**config.mk**
```make
export PLATFORM = sky130hd
export DESIGN_NAME = fir_sample_scheduler
export DESIGN_NICKNAME = d
export VERILOG_FILES = /design/src/rtl/fir_sample_scheduler.sv
export SDC_FILE = /design/constraint.sdc
export NUM_CORES = 1
export LEC_CHECK = 0
export ABC_AREA = 1
export BUFFER_PORTS_ARGS = -buffer_cell sky130_fd_sc_hd__buf_2
export CORE_ASPECT_RATIO = 0.7
export CORE_MARGIN = 2
export CORE_UTILIZATION = 50
export CTS_BUF_LIST = sky130_fd_sc_hd__clkbuf_8
export DETAILED_ROUTE_END_ITERATION = 10
export GPL_TIMING_DRIVEN = 0
export PLACE_DENSITY = 0.72
export SETUP_SLACK_MARGIN = 0.02
export SLEW_MARGIN = 0
export SYNTH_ARGS = -nofsm -noshare
export SYNTH_HDL_FRONTEND = slang
export SYNTH_SLANG_ARGS = --single-unit
```
**constraint.sdc**
```tcl
create_clock -name i_clk -period 3.75 [get_ports i_clk]
set_clock_uncertainty 0.05 [all_clocks]
set_input_delay 0 -clock i_clk [delete_from_list [all_inputs] [get_ports i_clk]]
set_output_delay 0 -clock i_clk [all_outputs]
set_load 0.02 [all_outputs]
```
**src/rtl/fir_sample_scheduler.sv**
```systemverilog
// Sample scheduler in front of the FIR datapath: queues input samples, issues one write
// strobe per sample slot, captures the filter result and tracks underrun/overrun/timeout.
module fir_sample_scheduler #(
    parameter int unsigned DATA_W     = 16,
    parameter int unsigned OUT_W      = 32,
    parameter int unsigned PERIOD_W   = 16,
    parameter int unsigned FIFO_DEPTH = 4,
    parameter int unsigned TIMEOUT    = 255
) (
    input  logic                i_clk,
    input  logic                i_reset,
    input  logic                i_enable,
    input  logic [PERIOD_W-1:0] i_period,
    input  logic [DATA_W-1:0]   i_sample,
    input  logic                i_sample_valid,
    output logic                o_sample_ready,
    output logic [DATA_W-1:0]   o_fir_data,
    output logic                o_fir_wr,
    input  logic [OUT_W-1:0]    i_fir_out,
    input  logic                i_fir_rdy,
    output logic [OUT_W-1:0]    o_result,
    output logic                o_result_valid,
    output logic [7:0]          o_underrun_cnt,
    output logic [7:0]          o_overrun_cnt,
    output logic                o_timeout,
    output logic                o_busy
);
    localparam int unsigned AW = (FIFO_DEPTH > 1) ? $clog2(FIFO_DEPTH) : 1;
    localparam int unsigned CW = AW + 1;
    localparam int unsigned TW = (TIMEOUT > 1) ? $clog2(TIMEOUT) : 1;

    typedef enum logic [1:0] {S_IDLE, S_WAIT, S_WAIT_RDY} state_t;

    state_t                state_q, state_d;
    logic [PERIOD_W-1:0]   cnt_q, cnt_d, per_q, per_d, per_in;
    logic [DATA_W-1:0]     mem_q [FIFO_DEPTH];
    logic [DATA_W-1:0]     mem_d [FIFO_DEPTH];
    logic [AW-1:0]         wr_ptr_q, wr_ptr_d, rd_ptr_q, rd_ptr_d;
    logic [CW-1:0]         fcnt_q, fcnt_d;
    logic                  ready_q, ready_d;
    logic [DATA_W-1:0]     fir_data_q, fir_data_d;
    logic                  fir_wr_q, fir_wr_d;
    logic                  rdy_prev_q;
    logic [OUT_W-1:0]      result_q, result_d;
    logic                  result_valid_q, result_valid_d;
    logic [7:0]            underrun_q, underrun_d, overrun_q, overrun_d;
    logic                  timeout_q, timeout_d;
    logic                  busy_q, busy_d;
    logic [TW-1:0]         wait_q, wait_d;
    logic                  tick, push, pop, rdy_edge;

    always_comb begin
        per_in   = (i_period < PERIOD_W'(2)) ? PERIOD_W'(2) : i_period;
        tick     = i_enable && (state_q != S_IDLE) && (cnt_q == per_q - PERIOD_W'(1));
        push     = i_sample_valid && ready_q;
        rdy_edge = i_fir_rdy && !rdy_prev_q;
    end

    always_comb begin
        state_d        = state_q;
        cnt_d          = cnt_q;
        per_d          = per_q;
        mem_d          = mem_q;
        wr_ptr_d       = wr_ptr_q;
        rd_ptr_d       = rd_ptr_q;
        fcnt_d         = fcnt_q;
        fir_data_d     = fir_data_q;
        fir_wr_d       = 1'b0;
        result_d       = result_q;
        result_valid_d = 1'b0;
        underrun_d     = underrun_q;
        overrun_d      = overrun_q;
        timeout_d      = timeout_q;
        wait_d         = wait_q;
        pop            = 1'b0;

        // Slot counter; a new period is only picked up at a wrap or while idle
        if (state_q == S_IDLE) begin
            cnt_d = '0;
            per_d = per_in;
        end else if (i_enable) begin
            if (tick) begin
                cnt_d = '0;
                per_d = per_in;
            end else begin
                cnt_d = cnt_q + PERIOD_W'(1);
            end
        end

        case (state_q)
            S_IDLE: begin
                if (i_enable) state_d = S_WAIT;
            end
            S_WAIT: begin
                if (!i_enable) begin
                    state_d = S_IDLE;
                end else if (tick) begin
                    if (fcnt_q != '0) begin
                        pop        = 1'b1;
                        fir_data_d = mem_q[rd_ptr_q];
                        fir_wr_d   = 1'b1;
                        wait_d     = '0;
                        state_d    = S_WAIT_RDY;
                    end else if (underrun_q != 8'hFF) begin
                        underrun_d = underrun_q + 8'd1;
                    end
                end
            end
            S_WAIT_RDY: begin
                wait_d = wait_q + TW'(1);
                if (tick && overrun_q != 8'hFF) overrun_d = overrun_q + 8'd1;
                // The ready edge is ignored in the strobe cycle itself
                if (!fir_wr_q && rdy_edge) begin
                    result_d       = i_fir_out;
                    result_valid_d = 1'b1;
                    state_d        = i_enable ? S_WAIT : S_IDLE;
                end else if (wait_q == TW'(TIMEOUT - 1)) begin
                    timeout_d = 1'b1;
                    state_d   = S_WAIT;
                end
            end
            default: state_d = S_IDLE;
        endcase

        if (push) begin
            mem_d[wr_ptr_q] = i_sample;
            wr_ptr_d        = wr_ptr_q + AW'(1);
        end
        if (pop) rd_ptr_d = rd_ptr_q + AW'(1);
        case ({push, pop})
            2'b10:   fcnt_d = fcnt_q + CW'(1);
            2'b01:   fcnt_d = fcnt_q - CW'(1);
            default: fcnt_d = fcnt_q;
        endcase
        ready_d = (fcnt_d != CW'(FIFO_DEPTH));
        busy_d  = (state_d == S_WAIT_RDY);
    end

    always_ff @(posedge i_clk) begin
        if (i_reset) begin
            state_q        <= S_IDLE;
            cnt_q          <= '0;
            per_q          <= PERIOD_W'(2);
            mem_q          <= '{default: '0};
            wr_ptr_q       <= '0;
            rd_ptr_q       <= '0;
            fcnt_q         <= '0;
            ready_q        <= 1'b1;
            fir_data_q     <= '0;
            fir_wr_q       <= 1'b0;
            rdy_prev_q     <= 1'b0;
            result_q       <= '0;
            result_valid_q <= 1'b0;
            underrun_q     <= '0;
            overrun_q      <= '0;
            timeout_q      <= 1'b0;
            busy_q         <= 1'b0;
            wait_q         <= '0;
        end else begin
            state_q        <= state_d;
            cnt_q          <= cnt_d;
            per_q          <= per_d;
            mem_q          <= mem_d;
            wr_ptr_q       <= wr_ptr_d;
            rd_ptr_q       <= rd_ptr_d;
            fcnt_q         <= fcnt_d;
            ready_q        <= ready_d;
            fir_data_q     <= fir_data_d;
            fir_wr_q       <= fir_wr_d;
            rdy_prev_q     <= i_fir_rdy;
            result_q       <= result_d;
            result_valid_q <= result_valid_d;
            underrun_q     <= underrun_d;
            overrun_q      <= overrun_d;
            timeout_q      <= timeout_d;
            busy_q         <= busy_d;
            wait_q         <= wait_d;
        end
    end

    assign o_sample_ready = ready_q;
    assign o_fir_data     = fir_data_q;
    assign o_fir_wr       = fir_wr_q;
    assign o_result       = result_q;
    assign o_result_valid = result_valid_q;
    assign o_underrun_cnt = underrun_q;
    assign o_overrun_cnt  = overrun_q;
    assign o_timeout      = timeout_q;
    assign o_busy         = busy_q;

endmodule
```
==> flow_summary.ini, run 1 <==
[floorplanning]
die_w_um = 159
start_util_pct = 51.4
die_area_um2 = 17900
row_count = 39
io_pins = 138
coreArea_um2 = 16400
die_h_um = 113

[synthesis]
synth_cell_types = 38
async_reset_ff_share_pct = 0
synth_seq_cells = 183
yosys-top-cells-area = dfxtp_1 43%, nand2_1 11%, nor2_1 8.6%
avgSynthCellArea_um2 = 6.93
synthCells = 1217
synth_commonest_cells = 253 x nand2_1, 194 x nor2_1, 183 x dfxtp_1
yosys.area_share.simple_pct = 32.8
syn_nets = 1298
synth.most_common_cell = nand2_1
synth_edf_count = 0
synth-seq-area-share_pct = 43.5
synth-xor-area-share_pct = 2.08
syn_area_um2 = 8430
synth_top_cell_by_area = dfxtp_1
synth_top_family_by_area = simple AND/OR/NAND/NOR gates
yosys_warnings = 0
ys.flop_type = dfxtp_1
synth.area.mux_share_pct = 0
synth-compound-area-share_pct = 13.1
synth_top_area_share_pct = 43.5
synth-adder-area-share_pct = 1.87

[cts]
cts_made_buffers = 17
cts_tree = yes
cts.clk_slew.worst_paths_ns = 0.11
cts_root_buf = clkbuf_8
cts_sinks = 183
cts.htree.levels = 4
clkLatencyLatePin_ns = 0.48
clk_path_buf_depth = 2

[pwr]
p_leak_nw = 4.57
p_per_area_nw_per_um2 = 361
vdd_drop_max_v = 0.000177

[cells_and_area]
finalInstanceArea_um2 = 10500
drive_above_1_share_pct = 13.9
num_antenna_cells = 0
area_growth_pct = 24.8
nets = 1523
fillers = 1541

[worst_setup_path]
critPathKind = register to register
cpMostUsedCell = nand2_1
cp-start-kind = register
worst_setup_path_end_kind = register
critPathMaxStageDelay_ns = 0.41
critical_path_arrival_ns = 3.75
crit_chain = inv_1, nand2_1, nand2_1, nor2_1, nand2_1, nor2_2, nand2_1, nor3_2, nand3_2, nor2_4, nand2_8, inv_1, ha_1, inv_1, fa_1, a21oi_1, o21ai_2, a21oi_1, nand3_1
regToRegSetupSlack_ns = 0.30
reg2regPathDepth = 19
critPathLaunch = state_q[1]$_SDFF_PP0_
crit_required_ns = 4.06
worstReg2RegStart = state_q[1]$_SDFF_PP0_
r2r-end = o_sample_ready$_SDFF_PP1_
crit_end = o_sample_ready$_SDFF_PP1_
slowest_stage = fa_1
path_max_fanout = 19

[detailed_routing]
antenna_left = 0
drc_errors = 0
drt-initial-drc-count = 871
wl_per_cell_um = 15.4
totalWireLength_mm = 25.9
viasPerCell = 5.37
num_vias = 9016
dr.pass1.iters = 7

[global_route]
grt_pass1_wl_mm = 41.8
grt_overflow = 0
grt_max_degree = 20
grtUsageTotal_pct = 29.1
antenna_found_initial = 0
grt_pass1_vias = 8213

[sta]
layout_setup_ws_ns = 0.302
timing_hold_violations_final = 0
drv_slew = 0
rsz0062_at_grt = false
timing.fmax_ghz = 0.290
worstMarginPinSlew_ns = 0.779
hold_slack_ns = 0.226
setup_viol = 0
final.period_utilization_pct = 92.0
fin_crit_ns = 3.45
max_slew_margin_pct = 48.1

[placed_design]
hpwl_mm = 18.4
port_buffers = 137
placed_area_um2 = 9400
place.gp.congestion = 0.902
place_ws_ns = -0.118

[hold_path]
hp-class = input pin to register

[outcome]
status = complete, no violations

[job]
maxCapViolCount = 0
[sequential cells by signal, indices dropped and copies added (netlist names), 8 cells and up]
signal / flops
per_q: 16
wait_q: 8
o_result: 32
o_overrun_cnt: 8
mem_q: 64
o_underrun_cnt: 8
cnt_q: 16
o_fir_data: 16
[metrics by stage]
stage	std cells	total power, mW	setup TNS, ns	util (%)
detailed placement	1579	2.45	-0.134	57.3
floorplan	1217	2.31	0	-
global route	1680	3.95	0	64.2
global placement	1579	2.44	-0.0555	57.3
CTS	1679	3.79	0	63.9
finish	1680	3.80	0	64.2
[where the power goes]
part	leakage [nW]	total [mW]	internal, mW	switching [mW]
combinational	2.89	0.455	0.177	0.277
sequential	1.48	2.02	1.99	0.0352
clock	0.191	1.32	0.541	0.780
total	4.57	3.80	2.71	1.09
[timing repair]
item	CTS	global route
pin swaps	0	1
setup endpoints to repair	2	3
buffers inserted	0	1
hold buffers	69	0
resized for setup	3	8
endpoints found under the hold margin	125	0
[how the worst min path moves through the flow]
stage / startpoint / end / slack (ns) / depth (start not counted)
6_report: i_fir_out[17] / o_result[17]$_SDFFE_PP0P_ / 0.23 / 4
2_1_floorplan: i_fir_rdy / rdy_prev_q$_SDFF_PP0_ / 0.07 / 2
3_3_place_gp: i_fir_out[25] / o_result[25]$_SDFFE_PP0P_ / 0.17 / 3
3_5_place_dp: i_fir_out[6] / o_result[6]$_SDFFE_PP0P_ / 0.18 / 3
5_1_grt: i_fir_out[24] / o_result[24]$_SDFFE_PP0P_ / 0.21 / 4
4_1_cts: i_fir_out[19] / o_result[19]$_SDFFE_PP0P_ / 0.20 / 4
[cell usage in the layout, fill, tap and decap left out, types with 7 or more instances in the layout]
| master | instances |
|---|---|
| a21oi_1 | 107 |
| buf_1 | 9 |
| buf_2 | 139 |
| clkbuf_1 | 47 |
| clkbuf_8 | 17 |
| dfxtp_1 | 183 |
| dlygate4sd3_1 | 69 |
| ha_1 | 10 |
| inv_1 | 80 |
| nand2_1 | 253 |
| nand3_1 | 138 |
| nand4_1 | 14 |
| nor2_1 | 192 |
| nor2_2 | 7 |
| nor3_1 | 17 |
| o21ai_0 | 78 |
| o22ai_1 | 16 |
| xnor2_1 | 11 |
| xor2_1 | 8 |
[cells by family after synthesis]
family / Yosys count
xor gates and xnor gates: 20
DFF: 183
adders and majority gates: 12
AOI/OAI and AO/OA: 212
and+or+nand+nor: 645
buffers and inverters: 145
[cell type report]
cell class,count,area (um^2),share of cell area [%]
multi-input cells,889,4250,40.4
flip-flops and latches,183,3660,34.8
repair buffers,207,1380,13.2
inverters,83,312,2.96
well taps,225,282,2.68
plain buffers,61,246,2.34
clock buffers,17,234,2.22
clock inverters,15,149,1.42
[worst max-delay path, delay by kind of cell (launching register included)]
| kind | cells | cell delay, ns |
|---|---|---|
| AOI/OAI and AO/OA | 3 | 0.45 |
| adders and majority gates | 2 | 0.55 |
| buffers and inverters | 3 | 0.25 |
| DFF | 1 | 0.37 |
| and+or+nand+nor | 11 | 1.64 |
[routing by layer]
| layer | vias to the layer above | global-route usage, % | part of all wire (%) |
|---|---|---|---|
| li1 | 4446 | - | - |
| met1 | 4163 | 43.1 | 49 |
| met2 | 375 | 43.5 | 42 |
| met3 | 32 | 6.32 | 8.7 |
| met4 | 0 | 6.36 | 1.1 |
| met5 | - | 0 | 0 |
(Power assumes the default switching activity.)
==> run 2: changes to the inputs <==
- ABC_AREA: 1 -> 0
- clock period: 3.75 -> 4.2 ns (I/O delays scaled with it)
==> run 2 against run 1 <==
- non-clock buffer count down 5
- synthesized area fell by 3.0%
- routed wire length fell by 14%
- register-to-register slack worse by 0.07 ns
- maximum frequency fell by 13%
- worst setup slack lost 0.072 ns
- sequential share of layout area rose by 0.89 points
- via count shrank 16%
- first-iteration DRC count is 27% lower
- core utilization fell by 0.56 points
- cell count decreased by 15%
- critical endpoint unchanged
==> flow_summary.ini, run 2 <==
[cells_and_area]
layout_commonest_cell = nand2_1
regMostFlops = mem_q
num_antenna_cells = 0
largest_reg_flops = 64
final_util_pct = 63.6
final_cell_mix = 227 x nand2_1, 179 x dfxtp_1, 139 x buf_2
layout.cells.non_filler = 1422
nets = 1268
drive_above_1_share_pct = 17.5
fillers = 1375
area_growth_pct = 25.6

[cts]
cts.clk_slew.worst_paths_ns = 0.09
cts_made_buffers = 17
cts.htree.levels = 4
clkLatencyLatePin_ns = 0.46
cts_root_buf = clkbuf_8
cts_tree = yes
cts_sinks = 183
clk_path_buf_depth = 2

[synthesis]
syn_area_um2 = 8180
synthCells = 966
synth_cell_types = 54
yosys-top-cells-area = dfxtp_1 45%, nand2_1 10%, a21oi_1 7.2%
ys.flop_type = dfxtp_1
synth_top_cell_by_area = dfxtp_1
synth-seq-area-share_pct = 44.8
avgSynthCellArea_um2 = 8.47
yosys_warnings = 0
synth_seq_cells = 183
async_reset_ff_share_pct = 0
synth_commonest_cells = 227 x nand2_1, 183 x dfxtp_1, 118 x a21oi_1
synth_edf_count = 0
synth_top_area_share_pct = 44.8
syn_nets = 1047
synth.most_common_cell = nand2_1

[placed_design]
port_buffers = 135
place.gp.congestion = 0.846
dp.cells = 1326
hpwl_mm = 15.5

[pwr]
p_per_area_nw_per_um2 = 331
power.total_mw = 3.40
p_leak_nw = 3.90
vdd_drop_max_v = 0.000216

[detailed_routing]
drc_errors = 0
num_vias = 7539
drt-initial-drc-count = 638
dr.pass1.iters = 5
totalWireLength_mm = 22.2
antenna_left = 0
viasPerCell = 5.30
wl_per_cell_um = 15.6

[sta]
timing.fmax_ghz = 0.252
fin_crit_ns = 3.97
worstMarginPinSlew_ns = 0.833
rsz0062_at_grt = false
drv_slew = 0
setup_viol = 0
timing_hold_violations_final = 0
max_slew_margin_pct = 44.5
final.period_utilization_pct = 94.5

[global_route]
grtUsageTotal_pct = 26.0
grt_overflow = 0
grt_pass1_vias = 7021
grt_pass1_wl_mm = 35.8
antenna_found_initial = 0
grt_max_degree = 17

[worst_setup_path]
critPathLaunch = per_q[10]$_SDFFE_PP0P_
critPathKind = register to register
cp-start-kind = register
worstReg2RegStart = per_q[10]$_SDFFE_PP0P_
path_max_fanout = 10
worst_setup_path_end_kind = register
reg2regPathDepth = 14
crit_required_ns = 4.49
critical_path_arrival_ns = 4.26

[floorplanning]
coreArea_um2 = 16200
io_pins = 138
die_w_um = 157
die_area_um2 = 17400
start_util_pct = 50.6
row_count = 39
die_h_um = 111

[hold_path]
hp-class = input pin to register
hold_start = i_reset
hold_depth = 3

[job]
maxCapViolCount = 0

[outcome]
status = complete, no violations
[run 2: cell types whose count changed after synthesis, moves of 11 or more]
cell	before	now
nor2_1	194	61
nand3_1	138	21
inv_1	81	14
o21ai_0	79	13
mux2i_1	0	32
nand2b_1	0	30
nand2_1	253	227
and3_1	0	18
mux4_2	0	16
o22ai_1	16	0
or3_1	0	12
xor2_1	9	21
a21oi_1	107	118
[run 2: what timing repair did]
action,CTS,global route
endpoints found under the hold margin,121,0
resized for setup,7,7
hold buffers,66,0
pin swaps,2,1
setup buffers,2,0
setup endpoints to repair,3,2
[run 2: worst max-delay path, cell delays in order (launching register included)]
cell,delay (ns)
dfxtp_1,0.39
or4_4,0.57
or4_1,0.48
a211o_1,0.31
a22oi_4,0.24
nand4_4,0.16
inv_2,0.12
buf_6,0.17
ha_1,0.20
inv_1,0.06
fa_1,0.37
xor2_1,0.16
or3_1,0.32
a21oi_2,0.16
nand2_1,0.08
[run 2: through the flow]
step | hold slack, ns | TNS [ns] | setup WS (ns) | instance area [um^2]
after detailed placement | 0.197 | -1.10 | -0.533 | 9140
after floorplan | 0.0782 | 0 | 0.259 | 8180
after global routing | 0.0719 | 0 | 0.0456 | 10300
final | 0.0564 | 0 | 0.230 | 10300
after global placement | 0.193 | -0.744 | -0.410 | 9140
after CTS | 0.0696 | 0 | 0.102 | 10300
[run 2: layout make-up]
type / count / area [um^2] / share of cell area [%]
buffer: 60 / 241 / 2.35
clock inverter: 9 / 128 / 1.24
clock buffer: 20 / 275 / 2.68
sequential: 183 / 3670 / 35.7
inverter: 15 / 56.3 / 0.548
multi-input combinational: 707 / 4270 / 41.6
timing repair buffer: 203 / 1350 / 13.2
tap: 225 / 282 / 2.74
[run 2: worst paths after layout]
check                           slack, ns                             end
worst max-delay path                 0.23       o_sample_ready$_SDFF_PP1_
worst min-delay path                 0.06  o_underrun_cnt[7]$_SDFFE_PP0P_
worst max register to register       0.23       o_sample_ready$_SDFF_PP1_
worst min register to register       0.41           mem_q[6]$_SDFFE_PP0P_
[run 2: layer usage]
metal,share of wire (%),GRT usage (%)
met1,49,37.8
met2,42,38.8
met3,7.6,6.41
met4,1.5,6.06
met5,0,0
[run 2: cells by family (layout without fill, tap and decap cells)]
group / count (synthesis) / count (layout) / share of synthesized area [%]
xor gates and xnor gates: 42 / 42 / 4.50
adders and majority gates: 12 / 12 / 1.93
and+or+nand+nor: 438 / 438 / 25.0
DFF: 183 / 183 / 44.8
buffers and inverters: 76 / 307 / 3.64
muxes: 51 / 51 / 8.73
AOI/OAI and AO/OA: 164 / 164 / 11.4
[run 2: where the power goes]
part	switching [mW]	internal, mW
Combinational	0.198	0.162
Sequential	0.0358	1.77
Clock	0.606	0.624
